`src/rtl/wide_add_seq_pkg.sv`:
```
// Shared definitions for the wide add/subtract sequencer.
//   WORD_W  : width of the time-multiplexed adder slice
//   state_t : sequencer state encoding
package wide_add_seq_pkg;

    localparam int WORD_W = 16;

    typedef enum logic [1:0] {
        S_IDLE = 2'b00,
        S_RUN  = 2'b01,
        S_DONE = 2'b10
    } state_t;

endpackage

```
`src/rtl/rca_16b.sv`:
```
// 16-bit adder slice with carry in/out.
// Ports:
//   a, b        : 16-bit addends
//   ci          : carry into bit 0
//   sum         : 16-bit sum
//   co          : carry out of bit 15
//   last_bit_ci : carry into bit 15 (used for signed overflow detection)
module rca_16b (
    input  logic [15:0] a,
    input  logic [15:0] b,
    input  logic        ci,
    output logic [15:0] sum,
    output logic        co,
    output logic        last_bit_ci
);

    logic [15:0] low;
    logic        c15;

    // The low 15 bits are added on their own so the carry into the top bit
    // is visible for overflow detection.
    assign low         = {1'b0, a[14:0]} + {1'b0, b[14:0]} + {15'd0, ci};
    assign c15         = low[15];
    assign sum         = {a[15] ^ b[15] ^ c15, low[14:0]};
    assign co          = (a[15] & b[15]) | (c15 & (a[15] ^ b[15]));
    assign last_bit_ci = c15;

endmodule

```
`src/rtl/wide_add_seq.sv`:
```
// Wide add/subtract sequencer: one 16-bit slice reused once per word,
// least-significant word first, carry registered between words.
//
//   state  | meaning
//   -------+-----------------------------------------------------------
//   IDLE   | waiting for operands, in_ready high
//   RUN    | one word per cycle through the slice
//   DONE   | result presented, out_valid high until out_ready
//
// Ports:
//   clock, reset          : clock, synchronous active-high reset
//   in_valid / in_ready   : operand handshake
//   a, b, c_in, sub       : operands, carry-in (add only), 1 = A-B
//   out_valid / out_ready : result handshake
//   sum, c_out, overflow  : result, carry out of MSB, signed overflow
//   busy                  : high while in RUN or DONE
module wide_add_seq
    import wide_add_seq_pkg::*;
#(
    parameter int NUM_WORDS = 4
) (
    input  logic                          clock,
    input  logic                          reset,
    input  logic                          in_valid,
    output logic                          in_ready,
    input  logic [WORD_W*NUM_WORDS-1:0]   a,
    input  logic [WORD_W*NUM_WORDS-1:0]   b,
    input  logic                          c_in,
    input  logic                          sub,
    output logic                          out_valid,
    input  logic                          out_ready,
    output logic [WORD_W*NUM_WORDS-1:0]   sum,
    output logic                          c_out,
    output logic                          overflow,
    output logic                          busy
);

    localparam int IDX_W = (NUM_WORDS > 1) ? $clog2(NUM_WORDS) : 1;
    localparam logic [IDX_W-1:0] LAST_IDX = IDX_W'(NUM_WORDS - 1);

    state_t state, state_nxt;

    logic [NUM_WORDS-1:0][WORD_W-1:0] op_a;
    logic [NUM_WORDS-1:0][WORD_W-1:0] op_b;
    logic [NUM_WORDS-1:0][WORD_W-1:0] sum_r;
    logic [IDX_W-1:0]                 idx;
    logic                             carry;
    logic                             c_out_r;
    logic                             overflow_r;

    logic [WORD_W-1:0] slice_sum;
    logic              slice_co;
    logic              slice_lci;
    logic              last_word;

    rca_16b u_slice (
        .a           (op_a[idx]),
        .b           (op_b[idx]),
        .ci          (carry),
        .sum         (slice_sum),
        .co          (slice_co),
        .last_bit_ci (slice_lci)
    );

    assign last_word = (idx == LAST_IDX);

    always_comb begin
        state_nxt = state;
        in_ready  = 1'b0;
        out_valid = 1'b0;
        busy      = 1'b0;
        case (state)
            S_IDLE: begin
                in_ready = 1'b1;
                if (in_valid) state_nxt = S_RUN;
            end
            S_RUN: begin
                busy = 1'b1;
                if (last_word) state_nxt = S_DONE;
            end
            S_DONE: begin
                busy      = 1'b1;
                out_valid = 1'b1;
                if (out_ready) state_nxt = S_IDLE;
            end
            default: state_nxt = S_IDLE;
        endcase
    end

    always_ff @(posedge clock) begin
        if (reset) begin
            state      <= S_IDLE;
            op_a       <= '0;
            op_b       <= '0;
            sum_r      <= '0;
            idx        <= '0;
            carry      <= 1'b0;
            c_out_r    <= 1'b0;
            overflow_r <= 1'b0;
        end else begin
            state <= state_nxt;
            case (state)
                S_IDLE: begin
                    if (in_valid) begin
                        // Subtraction is A + ~B + 1; c_in is ignored.
                        op_a  <= a;
                        op_b  <= sub ? ~b : b;
                        carry <= sub | c_in;
                        idx   <= '0;
                    end
                end
                S_RUN: begin
                    sum_r[idx] <= slice_sum;
                    carry      <= slice_co;
                    if (last_word) begin
                        c_out_r    <= slice_co;
                        overflow_r <= slice_co ^ slice_lci;
                    end else begin
                        idx <= idx + 1'b1;
                    end
                end
                default: ;
            endcase
        end
    end

    assign sum      = sum_r;
    assign c_out    = c_out_r;
    assign overflow = overflow_r;

endmodule

```
`config.mk`:
```
export PLATFORM = sky130hd
export DESIGN_NAME = wide_add_seq
export DESIGN_NICKNAME = d
export VERILOG_FILES = /design/src/rtl/wide_add_seq_pkg.sv /design/src/rtl/rca_16b.sv /design/src/rtl/wide_add_seq.sv
export SDC_FILE = /design/constraint.sdc
export NUM_CORES = 1
export LEC_CHECK = 0
export ABC_AREA = 1
export ABC_CLOCK_PERIOD_IN_PS = 3200
export CAP_MARGIN = 20
export CORE_ASPECT_RATIO = 0.5
export CORE_MARGIN = 5
export CORE_UTILIZATION = 51
export CTS_CLUSTER_DIAMETER = 40
export DETAILED_ROUTE_END_ITERATION = 6
export PLACE_DENSITY = 0.8
export SYNTH_ARGS = -nofsm -noshare
export SYNTH_HDL_FRONTEND = slang
export SYNTH_HIERARCHICAL = 1
export SYNTH_SLANG_ARGS = --single-unit
export TNS_END_PERCENT = 1
```
`constraint.sdc`:
```
create_clock -name clock -period 3.2 [get_ports clock]
set_input_delay 0.64 -clock clock [delete_from_list [all_inputs] [get_ports clock]]
set_output_delay 0.64 -clock clock [all_outputs]
set_load 0.01 [all_outputs]
```
; After elaboration in Yosys (flattened, before gate mapping)
; Cells that the tools add are included.
; W data, S select, Z words.
[classes]
addsub = 3
order_cmp = 2
n_eq_ne = 7
muxes = 20
bitwise_logic = 8
reduce_logical = 9
[ops]
columns = op, count
row1 = $bmux W16 S2, 2
row2 = $bwmux W64, 1
row3 = $mux W64, 1
row4 = $not A64 Y64, 1
row5 = $mux W16, 3
row6 = $demux W16 S2, 1
row7 = $add A15 B15 Y16, 1
row8 = $add A16 B1 Y16, 1
row9 = $mux W2, 5
row10 = $ne A2 B2 Y1 const B, 4
row11 = $pmux W2 S3, 1
row12 = $reduce_and A2 Y1, 3
row13 = $reduce_and A3 Y1, 2
row14 = $eq A2 B2 Y1 const B, 2
row15 = $mux W1, 4
row16 = $pmux W2 S2, 1
row17 = $lt A2 B3 Y1 const B, 1
row18 = $xor A1 B1 Y1, 3
row19 = $add A2 B1 Y2 const B, 1
row20 = $and A1 B1 Y1, 2
row21 = $eq A2 B1 Y1 const B, 1
row22 = $ge A2 B1 Y1 const B, 1
row23 = $logic_not A2 Y1, 1
row24 = $or A1 B1 Y1, 2
row25 = 4 further kinds, 4
[totals]
ff_bits = 199
in_bits = 134
output_inout_bits = 69
word_cells = 66

; Logic depth before layout (Yosys ltp)
[depth]
depth_word = 7
ltp_mapped = 19
ltp_nobuf = 17

; Cells and area by module
; Netlist, hierarchy kept.
[modules_own_cells]
columns = module, n_inst, cells_per_inst, area_each_um2, seq_area_each_um2
row1 = wide_add_seq, 1, 1087, 8421.8, 3983.8
row2 = rca_16b, 1, 178, 962.2, 0.0

; Least setup slack after synthesis
; No wires, ideal clock.
[synth_timing]
path_type = register to register
start = reg idx[0]
end = reg sum_r, in the netlist sum[15]
setup_ns = 0.116
t_arrival_ns = 2.491
required_time_ns = 3.084
slack_ns = 0.594
path_stages_with_launch = 15
path_buffers = 2
synth_period_minus_slack_ns = 2.606
path_cell_list = dfxtp_1 buf_2 buf_2 o21ai_0 o22ai_1 ha_1 nand2_1 nor2_1 nor2_1 nand3_2 nand2_1 nand2_1 fa_1 o21ai_0 nor2_1
[synth_via]
elab_chain_cells = 6
word_cells_on_any_way = 14
cone_classes = add/sub: 2 / order compare: 2 / mux: 7 / bitwise: 2 / reduce/logical: 1
[synth_rtl]
columns = element, line
row1 = from (decl), wide_add_seq.sv:46  ; logic [IDX_W-1:0] idx;
row2 = from (signal assigned), wide_add_seq.sv:119  ; idx <= idx + 1'b1;
row3 = $bmux W16 S2 (on tied branches), "wide_add_seq.sv:57, wide_add_seq.sv:58"
row4 = $mux W16 (on tied branches), "wide_add_seq.sv:57, wide_add_seq.sv:58"
row5 = $add A15 B15 Y16 *, rca_16b.sv:22  ; assign low = {1'b0, a[14:0]} + {1'b0, b[14:0]} + {15'd0, ci};
row6 = $add A16 B1 Y16 *, rca_16b.sv:22
row7 = net slice_lci, wide_add_seq.sv:53  ; logic slice_lci;
row8 = $xor A1 B1 Y1 *, rca_16b.sv:24  ; assign sum = {a[15] ^ b[15] ^ c15, low[14:0]};
row9 = net slice_sum[15], wide_add_seq.sv:51  ; logic [WORD_W-1:0] slice_sum;
row10 = $bwmux W64 *, wide_add_seq.sv:113  ; sum_r[idx] <= slice_sum;
row11 = "to (signal, indexed assignment)", wide_add_seq.sv:113
row12 = to (decl), wide_add_seq.sv:45  ; logic [NUM_WORDS-1:0][WORD_W-1:0] sum_r;
; Mark *: on every way through the listed nets, which the timed path passes. The rest lies on a longest branch. The select of a mux whose other input is x is not followed.
; A chain may end at the register's enable or synchronous reset.

; Worst setup path after layout
[layout_timing]
start = reg idx[0]
end = reg carry
[layout_via]
elab_chain_cells = 7
word_cells_on_any_way = 11
cone_classes = add/sub: 2 / mux: 5 / bitwise: 4
[layout_rtl]
columns = element, line
row1 = $bmux W16 S2 (on tied branches), "wide_add_seq.sv:57, wide_add_seq.sv:58"
row2 = $mux W16 (on tied branches), "wide_add_seq.sv:57, wide_add_seq.sv:58"
row3 = $add A15 B15 Y16 *, rca_16b.sv:22
row4 = $add A16 B1 Y16 *, rca_16b.sv:22
row5 = net slice_lci, wide_add_seq.sv:53
row6 = $and A1 B1 Y1 *, rca_16b.sv:25  ; assign co = (a[15] & b[15]) | (c15 & (a[15] ^ b[15]));
row7 = $or A1 B1 Y1 *, rca_16b.sv:25
row8 = net slice_co, wide_add_seq.sv:52  ; logic slice_co;
row9 = $pmux W1 S2 *, wide_add_seq.sv:102  ; case (state)
row10 = to (signal assigned), wide_add_seq.sv:108  ; carry <= sub | c_in;
row11 = to (signal assigned), wide_add_seq.sv:114  ; carry <= slice_co;
row12 = to (decl), wide_add_seq.sv:47  ; logic carry;
; Marked as above.

==> impl_results.md <==
- Worst slew margin: 51.6%
- Switching power as a share of total power: 44.9%
- Yosys top cell area share: 42.5%
- Peak VDD IR: 0.523 mV
- Pre-antenna DRT Iters: 5
- Antenna Cells: 0
- Largest family of logic cells by synthesized area: compound AO/OA/AOI/OAI gates
- Die width: 202 um
- Core Area: 18200 sq um
- Clock Skew: 0.0106 ns
- Yosys top cell by area: dfxtp_1
- Cell Chain, Critical Path: inv_2, buf_12, o21ai_0, o22ai_1, ha_1, nand2_1, nor2_1, nor2_1, nand3_2, nand2_1, nand2_1, fa_1, inv_1, nand2_1, nand3_1, a21oi_1
- Outcome: completed
- WL met3: 2900 um
- # IOs: 203
- Gpl congestion: 0.957
- Syn_area_per_cell: 7.42 sq um
- CTS Buffer Depth: 2
- Syn_nets: 1425
- Vias in the first global route: 8398
- LEAKAGE: 4.84 nW
- Worst Path Max Fanout: 35
- FF+latch count, synth: 199
- Crit path largest cell delay: 0.44 ns
- Largest net degree at the start of global routing: 68
- Internal power: 6.36 mW
- Placement Cell Area: 11500 sq um
- # Max-Cap Violations: 0
- Fin. max-slew vios: 0
- Full die area: 21400 sq um
- CTS Buf Count: 17
- Hold crit path type: reg -> reg
- Final routed DRC violation total: 0
- Worst Path Buf+Inv: 3
- Total global-route track usage: 26.3%
- Rows: 35
- Drt wl/cell: 17.4 um
- Top Metal Used: met4
- Synth warnings: 6
- Most Frequent Cell on Critical Path: nand2_1
- Post-synthesis sequential area ratio: 42.5%
- Synth top area cells: dfxtp_1 (42%), nor2_1 (14%), o21ai_0 (12%), xnor2_1 (6.3%), a21oi_1 (4.0%)
- Fin crit share: 94.0%
- Vias per cell: 5.42
- Hpwl dp: 22100 um
- Simple logic cell fraction of the synthesized area: 19.4%
- RSZ-0062 raised after global routing: false
- Combinational power share: 50.7%
- Count of cell types in the netlist: 32
- Critical path launch point type: flip-flop
- Highest-delay cell along the critical path: fa_1
- Compound-cell area share of the yosys netlist: 20.3%
- Root buffer cell: clkbuf_16
- Arr. time, crit path: 3.32 ns
- Most frequent cells in the layout: nor2_1 (338), o21ai_0 (233), clkdlybuf4s50_1 (201)
- Clock transition at path regs: 0.08 ns
- Post-synthesis mux area share: 0%
- Worst slew pin tran: 0.725 ns
- Initial drt markers: 870
- Clock latency at the later pin of the worst-skew pair: 0.44 ns
- First-pass GRT wire length: 45100 um
- Number of I/O port buffers: 202
- CP required: 3.51 ns
- Initial Util: 51.5%
- Cell Count, Final, Fillers Out: 1673
- Cells after Synth: 1265
- Final net count: 1580
- XOR/XNOR share of the synthesized area: 6.63%
- Seq pwr share: 30.8%
- Die height: 106 um
- Hold Vio Cnt, Final: 0
- Initial antenna violation count: 0
- Final Critical Period: 3.01 ns
- Area growth syn-to-layout: 28.8%
- Crit-path leading delay family: simple AND/OR/NAND/NOR gates
- Clock sink count: 199
- Global route overflow: 0
- Antenna Nets Post-Route: 0
- Fillcell total: 1532
- DP Cell Count: 1639
- Critical Path Sink Type: flip-flop
- Total Negative Setup Slacks: 0 ns
- PwrDens: 955 nW/um^2
- Area of the mapped netlist: 9380 sq um
- Max Freq: 332 MHz
- Detailed route wirelength on metal2: 12900 um
- Final count of negative-setup-slack endpoints: 0
- Met1 WL: 13000 um
- Via total after detailed routing: 9071
- NetSw: 5.19 mW
- Ratio of cells with drive above 1 in the final layout: 5.44%
- Fin area: 12100 sq um
- Number of H-tree levels: 4
- CTS tree: done
- Post-Synth Adder-Cell Area: 3.71%
- Most common cell after layout, fill and taps aside: nor2_1
- WS Path Type: reg -> reg
- Power share of the clock group: 18.5%
- Total Wirelength: 29100 um
cell usage after synthesis:
master / instances
a21oi_1: 75
a21oi_2: 1
and2_1: 1
buf_1: 1
buf_2: 32
buf_4: 12
buf_6: 12
clkbuf_1: 25
clkbuf_2: 4
dfxtp_1: 199
fa_1: 3
ha_1: 23
inv_1: 46
inv_2: 9
nand2_1: 92
nand2_2: 2
nand2_4: 3
nand3_1: 12
nand3_2: 3
nand4_1: 3
nor2_1: 338
nor2_2: 2
nor3_1: 1
nor3_2: 2
o21ai_0: 234
o21ai_1: 24
o21bai_1: 1
o21bai_4: 1
o22ai_1: 32
or2_1: 1
xnor2_1: 67
xor2_1: 4
metrics by stage:
step / total power [mW] / utilization (%) / hold slack, ns / setup slack (ns)
global placement: 9.10 / 62.9 / 0.463 / 0.361
finish: 11.5 / 66.3 / 0.481 / 0.192
detailed placement: 9.20 / 62.9 / 0.466 / 0.312
CTS: 11.3 / 66.1 / 0.484 / 0.209
global route: 12.3 / 66.3 / 0.504 / 0.00208
floorplan: 7.16 / - / 0.449 / 0.594
worst paths after layout:
kind                                  to  slack, ns  depth (start not counted)     start
worst max-delay path               carry       0.19                         16    idx[0]
worst min-delay path            op_a[21]       0.48                          2  op_a[21]
worst max register to register     carry       0.19                         16    idx[0]
worst min register to register  op_a[21]       0.48                          2  op_a[21]
flip-flops by register name (all words and copies together) (netlist names):
signal and flops:
overflow 1, op_b 64, sum 64, op_a 64
carry 1, idx 2, c_out 1, state 2
final cells by class:
cell class	count	area, sq um	area share [%]
multi-input cells	925	4700	38.9
flip-flops and latches	199	3990	33.0
repair buffers	222	2300	19.1
clock buffers	19	453	3.75
well taps	240	300	2.48
inverters	55	211	1.75
clock inverters	13	134	1.11
worst register-to-register path: cells and delay by family (launching register included):
family / cells / cell delay [ns]
flip-flops: 1 / 0.41
buffers and inverters: 3 / 0.36
AO/OA/AOI/OAI: 3 / 0.40
adder cells (fa/ha/maj): 2 / 0.81
AND/OR/NAND/NOR: 8 / 0.92
cells by family after synthesis:
logic type,count (synthesis)
adder cells (fa/ha/maj),26
XOR/XNOR,71
flip-flops,199
AND/OR/NAND/NOR,460
buffers and inverters,141
AO/OA/AOI/OAI,368
repair_timing:
item,CTS,global route
hold endpoints to repair,0,0
endpoints found under the setup margin,0,2
gates resized for setup,0,3
setup buffers,0,1
hold buffers,0,0
power by group through the flow:
stage	sequential [mW]	clock (mW)	combinational [mW]
2_1_floorplan	3.47	0	3.69
5_1_grt	3.60	2.26	6.45
3_5_place_dp	3.58	0	5.63
6_report	3.56	2.13	5.86
3_3_place_gp	3.57	0	5.53
4_1_cts	3.53	2.15	5.67
metal layers:
| metal | up-vias | track usage, % |
|---|---|---|
| met5 | - | 0 |
| met4 | 0 | 4.68 |
| met3 | 24 | 7.99 |
| met2 | 356 | 40.7 |
| met1 | 4230 | 37.0 |
| li1 | 4461 | - |
No activity file was read; power rests on OpenSTA's default activity.
